## config.mk

```make
export PLATFORM = sky130hd
export DESIGN_NAME = alu_multicycle_flat
export DESIGN_NICKNAME = d
export VERILOG_FILES = /design/src/rtl/alu_multicycle_if.sv /design/src/rtl/alu_multicycle.sv /design/src/flat_wrapper.sv
export SDC_FILE = /design/constraint.sdc
export NUM_CORES = 1
export LEC_CHECK = 0
export CELL_PAD_IN_SITES_DETAIL_PLACEMENT = 0
export CELL_PAD_IN_SITES_GLOBAL_PLACEMENT = 2
export CORE_MARGIN = 1.5
export CORE_UTILIZATION = 39
export CTS_CLUSTER_SIZE = 40
export DETAILED_ROUTE_END_ITERATION = 8
export GPL_ROUTABILITY_DRIVEN = 0
export GPL_TIMING_DRIVEN = 0
export PLACE_DENSITY = 0.81
export SYNTH_ARGS = -nofsm -noshare
export SYNTH_HDL_FRONTEND = slang
export SYNTH_SLANG_ARGS = --single-unit
export TNS_END_PERCENT = 50
```

## constraint.sdc

```tcl
create_clock -name CLK -period 5.8 [get_ports CLK]
set_input_delay 1.16 -clock CLK [delete_from_list [all_inputs] [get_ports CLK]]
set_output_delay 1.16 -clock CLK [all_outputs]
set_load 0.005 [all_outputs]
```

## src/rtl/alu_multicycle_if.sv

```systemverilog
// Handshake/data bundle between a requester and the multicycle ALU.
// master drives requests and consumes results; slave is the ALU side.
interface alu_multicycle_if #(
    parameter int DATA_WIDTH = 16
);
    logic                      IN_VALID;
    logic                      IN_READY;
    logic [DATA_WIDTH-1:0]     A;
    logic [DATA_WIDTH-1:0]     B;
    logic [3:0]                ALU_FUNC;
    logic                      OUT_VALID;
    logic                      OUT_READY;
    logic [2*DATA_WIDTH-1:0]   RESULT;
    logic [3:0]                FLAGS;

    modport master (
        output IN_VALID, A, B, ALU_FUNC, OUT_READY,
        input  IN_READY, OUT_VALID, RESULT, FLAGS
    );

    modport slave (
        input  IN_VALID, A, B, ALU_FUNC, OUT_READY,
        output IN_READY, OUT_VALID, RESULT, FLAGS
    );
endinterface

```

## src/rtl/alu_multicycle.sv

```systemverilog
// Multicycle signed ALU with valid/ready handshakes on both sides.
// Single-cycle ops finish one cycle after acceptance; DIV (B != 0) runs a
// restoring division on magnitudes, one quotient bit per cycle.
//
// state  | meaning
// IDLE   | no operation held, ready for a request
// DIV    | iterating the division, W cycles
// DONE   | RESULT/FLAGS valid, waiting for the consumer
module alu_multicycle #(
    parameter int DATA_WIDTH = 16
) (
    input  logic             CLK,
    input  logic             RST,
    alu_multicycle_if.slave  bus
);
    localparam int W  = DATA_WIDTH;
    localparam int CW = $clog2(W);

    typedef enum logic [1:0] {S_IDLE, S_DIV, S_DONE} state_t;

    state_t          state_q;
    logic [CW-1:0]   cnt_q;
    logic [W-1:0]    quo_q, dvs_q, rem_q;
    logic            q_neg_q, r_neg_q, ovf_div_q;
    logic [2*W-1:0]  result_q;
    logic [3:0]      flags_q;
    logic            out_valid_q;

    logic            in_ready, in_fire, out_fire;
    logic signed [2*W-1:0] ax, bx;
    logic [2*W-1:0]  alu_res_d;
    logic            alu_ovf_d, alu_div0_d;
    logic            div_start;
    logic [W-1:0]    a_mag, b_mag;
    logic [W:0]      shift;
    logic            ge;
    logic [W-1:0]    rem_d, quo_d, q_fin, r_fin;
    logic [2*W-1:0]  div_res;

    assign in_ready  = (state_q == S_IDLE) || (state_q == S_DONE && bus.OUT_READY);
    assign in_fire   = bus.IN_VALID && in_ready;
    assign out_fire  = out_valid_q && bus.OUT_READY;

    assign bus.IN_READY  = in_ready;
    assign bus.OUT_VALID = out_valid_q;
    assign bus.RESULT    = result_q;
    assign bus.FLAGS     = flags_q;

    assign ax = {{W{bus.A[W-1]}}, bus.A};
    assign bx = {{W{bus.B[W-1]}}, bus.B};

    // True when a 2W-bit signed value is representable in W signed bits.
    function automatic logic fits_w(input logic [2*W-1:0] v);
        return v[2*W-1:W-1] == {(W+1){v[W-1]}};
    endfunction

    // Single-cycle result for every op; DIV with B != 0 is handled by the iterator.
    always_comb begin
        alu_res_d  = '0;
        alu_ovf_d  = 1'b0;
        alu_div0_d = 1'b0;
        case (bus.ALU_FUNC)
            4'h0: begin alu_res_d = ax + bx; alu_ovf_d = !fits_w(alu_res_d); end
            4'h1: begin alu_res_d = ax - bx; alu_ovf_d = !fits_w(alu_res_d); end
            4'h2: begin alu_res_d = ax * bx; alu_ovf_d = !fits_w(alu_res_d); end
            4'h3: begin
                if (bus.B == '0) begin
                    alu_res_d  = {bus.A, {W{1'b1}}};
                    alu_div0_d = 1'b1;
                end
            end
            4'h4: alu_res_d = {{W{1'b0}}, bus.A & bus.B};
            4'h5: alu_res_d = {{W{1'b0}}, bus.A | bus.B};
            4'h6: alu_res_d = {{W{1'b0}}, ~(bus.A & bus.B)};
            4'h7: alu_res_d = {{W{1'b0}}, ~(bus.A | bus.B)};
            4'h9: alu_res_d = {{(2*W-1){1'b0}}, ax == bx};
            4'hA: alu_res_d = {{(2*W-1){1'b0}}, ax > bx};
            4'hB: alu_res_d = {{(2*W-1){1'b0}}, ax < bx};
            4'hC: alu_res_d = {{W{1'b0}}, bus.A[W-1], bus.A[W-1:1]};
            4'hD: alu_res_d = {{W{1'b0}}, bus.A[W-2:0], 1'b0};
            4'hE: alu_res_d = {{W{1'b0}}, 1'b0, bus.B[W-1:1]};
            4'hF: alu_res_d = {{W{1'b0}}, bus.B[W-2:0], 1'b0};
            default: alu_res_d = '0;
        endcase
    end

    assign div_start = (bus.ALU_FUNC == 4'h3) && (bus.B != '0);
    // Negating -2^(W-1) wraps to itself, which is the correct unsigned magnitude.
    assign a_mag = bus.A[W-1] ? -bus.A : bus.A;
    assign b_mag = bus.B[W-1] ? -bus.B : bus.B;

    // One restoring-division step; the partial remainder stays below the divisor,
    // so the shifted value never reaches 2^W.
    always_comb begin
        shift   = {rem_q, quo_q[W-1]};
        ge      = shift >= {1'b0, dvs_q};
        rem_d   = ge ? (shift[W-1:0] - dvs_q) : shift[W-1:0];
        quo_d   = {quo_q[W-2:0], ge};
        q_fin   = q_neg_q ? -quo_d : quo_d;
        r_fin   = r_neg_q ? -rem_d : rem_d;
        div_res = {r_fin, q_fin};
    end

    // Control FSM with registered result, flags and valid.
    always_ff @(posedge CLK or posedge RST) begin
        if (RST) begin
            state_q     <= S_IDLE;
            cnt_q       <= '0;
            quo_q       <= '0;
            dvs_q       <= '0;
            rem_q       <= '0;
            q_neg_q     <= 1'b0;
            r_neg_q     <= 1'b0;
            ovf_div_q   <= 1'b0;
            result_q    <= '0;
            flags_q     <= '0;
            out_valid_q <= 1'b0;
        end else if (in_fire) begin
            if (div_start) begin
                state_q     <= S_DIV;
                out_valid_q <= 1'b0;
                cnt_q       <= CW'(W-1);
                quo_q       <= a_mag;
                dvs_q       <= b_mag;
                rem_q       <= '0;
                q_neg_q     <= bus.A[W-1] ^ bus.B[W-1];
                r_neg_q     <= bus.A[W-1];
                ovf_div_q   <= (bus.A == {1'b1, {(W-1){1'b0}}}) && (bus.B == {W{1'b1}});
            end else begin
                state_q     <= S_DONE;
                out_valid_q <= 1'b1;
                result_q    <= alu_res_d;
                flags_q     <= {alu_div0_d, alu_ovf_d, alu_res_d[2*W-1], alu_res_d == '0};
            end
        end else begin
            case (state_q)
                S_DIV: begin
                    rem_q <= rem_d;
                    quo_q <= quo_d;
                    if (cnt_q == '0) begin
                        state_q     <= S_DONE;
                        out_valid_q <= 1'b1;
                        result_q    <= div_res;
                        flags_q     <= {1'b0, ovf_div_q, div_res[2*W-1], div_res == '0};
                    end else begin
                        cnt_q <= cnt_q - 1'b1;
                    end
                end
                S_DONE: begin
                    if (out_fire) begin
                        state_q     <= S_IDLE;
                        out_valid_q <= 1'b0;
                    end
                end
                default: ;
            endcase
        end
    end
endmodule

```

## src/flat_wrapper.sv

```systemverilog
// flat-port wrapper written by rule: the top's interface ports become plain ports
module alu_multicycle_flat 
#(
    parameter int DATA_WIDTH = 16
)
  (CLK, RST, bus_IN_VALID, bus_A, bus_B, bus_ALU_FUNC, bus_OUT_READY, bus_IN_READY, bus_OUT_VALID, bus_RESULT, bus_FLAGS);
  alu_multicycle_if #(.DATA_WIDTH(DATA_WIDTH)) bus_i ();
  input  logic CLK;
  input  logic RST;
  input wire logic [$bits(bus_i.IN_VALID)-1:0] bus_IN_VALID;
  input wire logic [$bits(bus_i.A)-1:0] bus_A;
  input wire logic [$bits(bus_i.B)-1:0] bus_B;
  input wire logic [$bits(bus_i.ALU_FUNC)-1:0] bus_ALU_FUNC;
  input wire logic [$bits(bus_i.OUT_READY)-1:0] bus_OUT_READY;
  output wire logic [$bits(bus_i.IN_READY)-1:0] bus_IN_READY;
  output wire logic [$bits(bus_i.OUT_VALID)-1:0] bus_OUT_VALID;
  output wire logic [$bits(bus_i.RESULT)-1:0] bus_RESULT;
  output wire logic [$bits(bus_i.FLAGS)-1:0] bus_FLAGS;
  assign bus_i.IN_VALID = bus_IN_VALID;
  assign bus_i.A = bus_A;
  assign bus_i.B = bus_B;
  assign bus_i.ALU_FUNC = bus_ALU_FUNC;
  assign bus_i.OUT_READY = bus_OUT_READY;
  assign bus_IN_READY = bus_i.IN_READY;
  assign bus_OUT_VALID = bus_i.OUT_VALID;
  assign bus_RESULT = bus_i.RESULT;
  assign bus_FLAGS = bus_i.FLAGS;
  alu_multicycle #(.DATA_WIDTH(DATA_WIDTH)) u_core (.CLK(CLK), .RST(RST), .bus(bus_i));
endmodule
```

# After elaboration in Yosys (flattened, before gate mapping)
# Cells that the tools add are included.
dict set report totals {
  reg_bits 94
  latchBits 0
  mem_bits_rw 0
  mem_bits_ro 0
  input_bits 40
  out_inout_bits 38
  elab_cells 117
  n_memories 0
}
dict set report classes {
  addsub 8
  n_mul 1
  n_div 0
  magnitude_cmp 3
  eq_ne 27
  shifts 0
  muxes 38
  bitwise 5
  n_reduce_logical 24
}
# operator n
set ops {}
lappend ops {{$pmux 32 s15} 1}
lappend ops {{$mux 16} 11}
lappend ops {{$mux 32} 5}
lappend ops {{$eq 16x16->1} 4}
lappend ops {{$logic_not 32->1} 2}
lappend ops {{$neg 16->16} 4}
lappend ops {{$eq 16x16->1 const B} 2}
lappend ops {{$mul 16x16->32} 1}
lappend ops {{$mux 4} 8}
lappend ops {{$not 16->16} 2}
lappend ops {{$eq 4x4->1 const B} 7}
lappend ops {{$add 16x16->17} 1}
lappend ops {{$ge 17x16->1} 1}
lappend ops {{$sub 16x16->17} 1}
lappend ops {{$and 16x16->16} 1}
lappend ops {{$eq 4x3->1 const B} 4}
lappend ops {{$gt 16x16->1} 1}
lappend ops {{$logic_not 16->1} 1}
lappend ops {{$lt 16x16->1} 1}
lappend ops {{$or 16x16->16} 1}
lappend ops {{$reduce_bool 16->1} 1}
lappend ops {{$sub 16x16->16} 1}
lappend ops {{$reduce_and 3->1} 3}
lappend ops {{$eq 4x2->1 const B} 2}
lappend ops {{other kinds (21)} 40}

# Depth between registers and ports, before layout
dict set report logic_depth {
  word_depth 8
  depth_mapped 29
  ltp_nobuf 26
}

# Least setup slack after synthesis
# Ideal clock, no wire load.
dict set report synth_timing {
  path_type {input to register}
  from {input port bus_A[15]}
  to {register u_core.flags_q[2], in the netlist u_core.bus.FLAGS[2]}
  setup_time_ns 0.124
  t_arrival_ns 8.085
  required_time_ns 5.676
  setup_slack_ns -2.409
  cell_stages 26
  n_path_buf 4
  path_cell_list {clkbuf_1 -> buf_1 -> buf_1 -> nand2_1 -> inv_1 -> fa_1 -> fa_1 -> inv_1 -> fa_1 -> fa_1 -> fa_1 -> fa_1 -> inv_1 -> ha_1 -> clkbuf_1 -> a21oi_1 -> o21ai_0 -> nand2b_1 -> a2111oi_0 -> o41ai_1 -> a211oi_1 -> o21bai_1 -> xnor2_1 -> mux2i_1 -> a41oi_1 -> o31a_1}
}
dict set report synth_via {
  elab_chain_cells 6
  word_cells_on_any_way 12
  cone_classes {add/sub (2); mul (1); eq/ne (3); mux (3); reduce/logical (3)}
}
# item line_no
set synth_lines {}
lappend synth_lines {{start, declared} flat_wrapper.sv:11} ;# input wire logic [$bits(bus_i.A)-1:0] bus_A;
lappend synth_lines {{$mul 16x16->32, or another cell as far along} alu_multicycle.sv:65} ;# 4'h2: begin alu_res_d = ax * bx; alu_ovf_d = !fits_w(alu_res_d); end
lappend synth_lines {{$eq 16x16->1} alu_multicycle.sv:54} ;# return v[2*W-1:W-1] == {(W+1){v[W-1]}};
lappend synth_lines {{$logic_not 1->1 (on tied branches)} {alu_multicycle.sv:65, alu_multicycle.sv:63, alu_multicycle.sv:64}}
lappend synth_lines {{$pmux 1 s3 (*)} alu_multicycle.sv:62} ;# case (bus.ALU_FUNC)
lappend synth_lines {{$mux 4 (*)} alu_multicycle.sv:119} ;# if (div_start) begin
lappend synth_lines {{$mux 4 (*)} alu_multicycle.sv:118} ;# end else if (in_fire) begin
lappend synth_lines {{end signal, assigned} alu_multicycle.sv:133} ;# flags_q <= {alu_div0_d, alu_ovf_d, alu_res_d[2*W-1], alu_res_d == '0};
lappend synth_lines {{end signal, assigned} alu_multicycle.sv:144} ;# flags_q <= {1'b0, ovf_div_q, div_res[2*W-1], div_res == '0};
lappend synth_lines {{end, declared} alu_multicycle.sv:26} ;# logic [3:0] flags_q;
# Every way passes the cells marked *; elsewhere a longest branch is shown, timed or not. The select of a mux whose other input is x is not followed.
# A chain may end at the register's enable or synchronous reset.

# Final worst setup path
dict set report layout_timing {
  from {input port bus_A[10]}
  to {register u_core.flags_q[2], in the netlist u_core.bus.FLAGS[2]}
}
# Same word-level chain as after synthesis.

==> impl_metrics.env <==
export IMPL_layout_commonest_cell="inv_1"
export IMPL_drt_iter0_markers=2062
export IMPL_synth_top_flop_cell="dfrtp_1"
export IMPL_boundaryPins=78
export IMPL_postSynthCellCount=2575
export IMPL_tightest_slew_ns=1.28
export IMPL_ys_warn_count=0
export IMPL_cts_tree="built"
export IMPL_grt_antenna_before_repair=2
export IMPL_avgSynthCellArea_um2=8.03
export IMPL_cp_slowest_cell="fa_1"
export IMPL_hold_class="reg -> reg"
export IMPL_ant_nets=0
export IMPL_synthDistinctLibCells=90
export IMPL_dr_wl_met3_um=9340
export IMPL_synth_top_area_frac=0.257
export IMPL_synth_cell_area_um2=20700
export IMPL_critPathKind="in -> reg"
export IMPL_drive_gt1_frac=0.212
export IMPL_clock_skew_ns=0.00914
export IMPL_coreArea_um2=52400
export IMPL_final_cell_mix="inv_1, nand2_1, fa_1"
export IMPL_via_count=21400
export IMPL_arrival_ns=7.93
export IMPL_outcome="complete, but fails checks"
export IMPL_drv_cap=0
export IMPL_wl_um=97700
export IMPL_cp_max_fo=10
export IMPL_portBuffers=77
export IMPL_initial_core_util=0.394
export IMPL_max_stage_delay_ns=0.56
export IMPL_hpwl_um=73300
export IMPL_cp_common_cell="fa_1"
export IMPL_highest_layer="met5"
export IMPL_clk_path_buf_depth=2
export IMPL_synth_edf_count=0
export IMPL_clock_latency_ns=0.37
export IMPL_syn_nets=3037
export IMPL_cp_required_ns=6.06
export IMPL_design_die_area_um2=54400
export IMPL_wire_per_inst_um=27.6
export IMPL_max_freq_ghz=0.130
export IMPL_fin_crit_sh=1.32
export IMPL_hold_viol=0
export IMPL_fin_cells=3534
export IMPL_finalCriticalPeriod_ns=7.67
export IMPL_ys_ff_latch=92
export IMPL_holdBufCountCts=0
export IMPL_layout_setup_ws_ns=-1.87
export IMPL_area_growth_pct=30.1
export IMPL_seq_area_frac_synth=0.111
export IMPL_wl_met2_um=42300
export IMPL_die_h_um=233
export IMPL_std_cell_rows=84
export IMPL_cp_end_kind="flop"
export IMPL_cts_reportedPaths_clkPinSlew_ns=0.07
export IMPL_met1_length_um=39200
export IMPL_synth_top_cells_by_area="fa_1, dfrtp_1, ha_1"
export IMPL_root_buffer="clkbuf_16"
export IMPL_synth_top_cell_by_area="fa_1"
export IMPL_overflow=0
export IMPL_drtPass1Iterations=6
export IMPL_viasPerCell=6.07
export IMPL_die_w_um=233
export IMPL_groute_usage_overall=0.362
export IMPL_placed_cells=3344
export IMPL_violations="setup timing"
export IMPL_rsz0062_at_grt="yes"
export IMPL_final_nets=3301
export IMPL_setup_viol=28
export IMPL_startpoint_type="input pin"
export IMPL_htree_levels=3
export IMPL_cts_sinks=92
export IMPL_async_flop_share=1.00
export IMPL_route_detailed_drc=0
export IMPL_grt_pass1_vias=21600
export IMPL_grt_max_degree=51
export IMPL_max_slew_margin=0.134
export IMPL_grt_pass1_wl_um=143000
export IMPL_utilization=0.513
export IMPL_cts_buffers=9
export IMPL_report_final_slew_viol_count=0
## path summary, 6_finish.rpt
kind | startpoint | end | slack, ns | cells after the start
worst max-delay path | bus_A[10] | u_core.bus.FLAGS[2]$_DFFE_PP0P_ | -1.87 | 25
worst min-delay path | u_core.bus.RESULT[7]$_DFFE_PP0P_ | u_core.bus.RESULT[7]$_DFFE_PP0P_ | 0.49 | 2
worst max register to register | u_core.rem_q[4]$_DFFE_PP0P_ | u_core.bus.FLAGS[0]$_DFFE_PP0P_ | 0.22 | 22
worst min register to register | u_core.bus.RESULT[7]$_DFFE_PP0P_ | u_core.bus.RESULT[7]$_DFFE_PP0P_ | 0.49 | 2
max in group asynchronous | RST | u_core.rem_q[2]$_DFFE_PP0P_ | 3.91 | 3
min in group asynchronous | RST | u_core.bus.RESULT[5]$_DFFE_PP0P_ | 1.21 | 2
## state kept, by name (all words and copies together) (netlist names)
| signal | cells |
|---|---|
| u_core.bus.RESULT | 31 |
| u_core.rem_q | 16 |
| u_core.q_neg_q | 1 |
| u_core.ovf_div_q | 1 |
| u_core.r_neg_q | 1 |
| u_core.quo_q | 16 |
| u_core.bus.FLAGS | 4 |
| u_core.dvs_q | 16 |
| u_core.cnt_q | 4 |
| u_core.state_q | 2 |
## Yosys cell counts, types with 11 or more instances
cell,count
a2111oi_0,13
clkinv_1,16
ha_1,157
or3_1,16
o211ai_1,19
o2111ai_1,17
nor2_1,224
buf_1,15
and3_1,15
nor4_1,29
xnor2_1,71
a21oi_1,118
nor3_1,41
xor2_1,36
dfrtp_1,92
a221oi_1,11
clkbuf_1,125
o21bai_1,11
a211oi_1,28
a21o_1,29
o21ai_0,168
nand2_1,303
or4_1,11
o22ai_1,11
a31oi_1,12
fa_1,265
nand3_1,56
mux2i_1,34
nand2b_1,18
inv_1,340
o41ai_1,11
o31ai_1,30
o21a_1,11
nor2b_1,16
a211o_1,12
nand4_1,23
## stage by stage
step	area, µm²	setup slack, ns	setup TNS, ns	hold slack (ns)
after floorplan	21200	-1.34	-17.99	0.443
after global placement	22900	-4.20	-132.67	0.461
after detailed placement	22900	-4.23	-130.29	0.468
after CTS	26300	-1.83	-27.14	0.485
after global routing	26900	-2.00	-31.94	0.508
final	26900	-1.87	-28.81	0.486
## timing repair
action | 4_1_cts | 5_1_grt
cloned | 1 | 0
resized for setup | 611 | 104
setup endpoints to repair | 90 | 29
pin swaps | 106 | 86
setup buffers | 152 | 27
## cell families after synthesis
family | share of synthesized area
compound gates | 0.196
flops | 0.111
simple gates | 0.176
mux | 0.0263
fa+ha+maj | 0.352
xor+xnor | 0.0453
buf+inv | 0.0934
## routing by layer
metal | track usage | vias to the layer above
met1 | 0.476 | 10700
met4 | 0.194 | 4
met2 | 0.550 | 1157
met3 | 0.0859 | 322
met5 | 0 | -
li1 | - | 9285
## worst max-delay path, delay by kind of cell
kind,cells,cell delay (ns)
compound gates,5,1.70
buf+inv,7,0.83
fa+ha+maj,7,3.24
simple gates,5,0.80
mux,1,0.21
## area by class of cell
type / count / area (µm²)
diodes: 2 / 5.00
fillers: 5012 / 25600
repair buffers: 258 / 2360
clock buffers: 9 / 225
clock inverters: 7 / 57.6
multi-input cells: 1973 / 18100
well taps: 688 / 861
flip-flops and latches: 92 / 2300
plain buffers: 145 / 1410
inverters: 360 / 1550
Power is not shown: default switching activity piles up to over one toggle a cycle in this logic, so the estimate is an artifact.
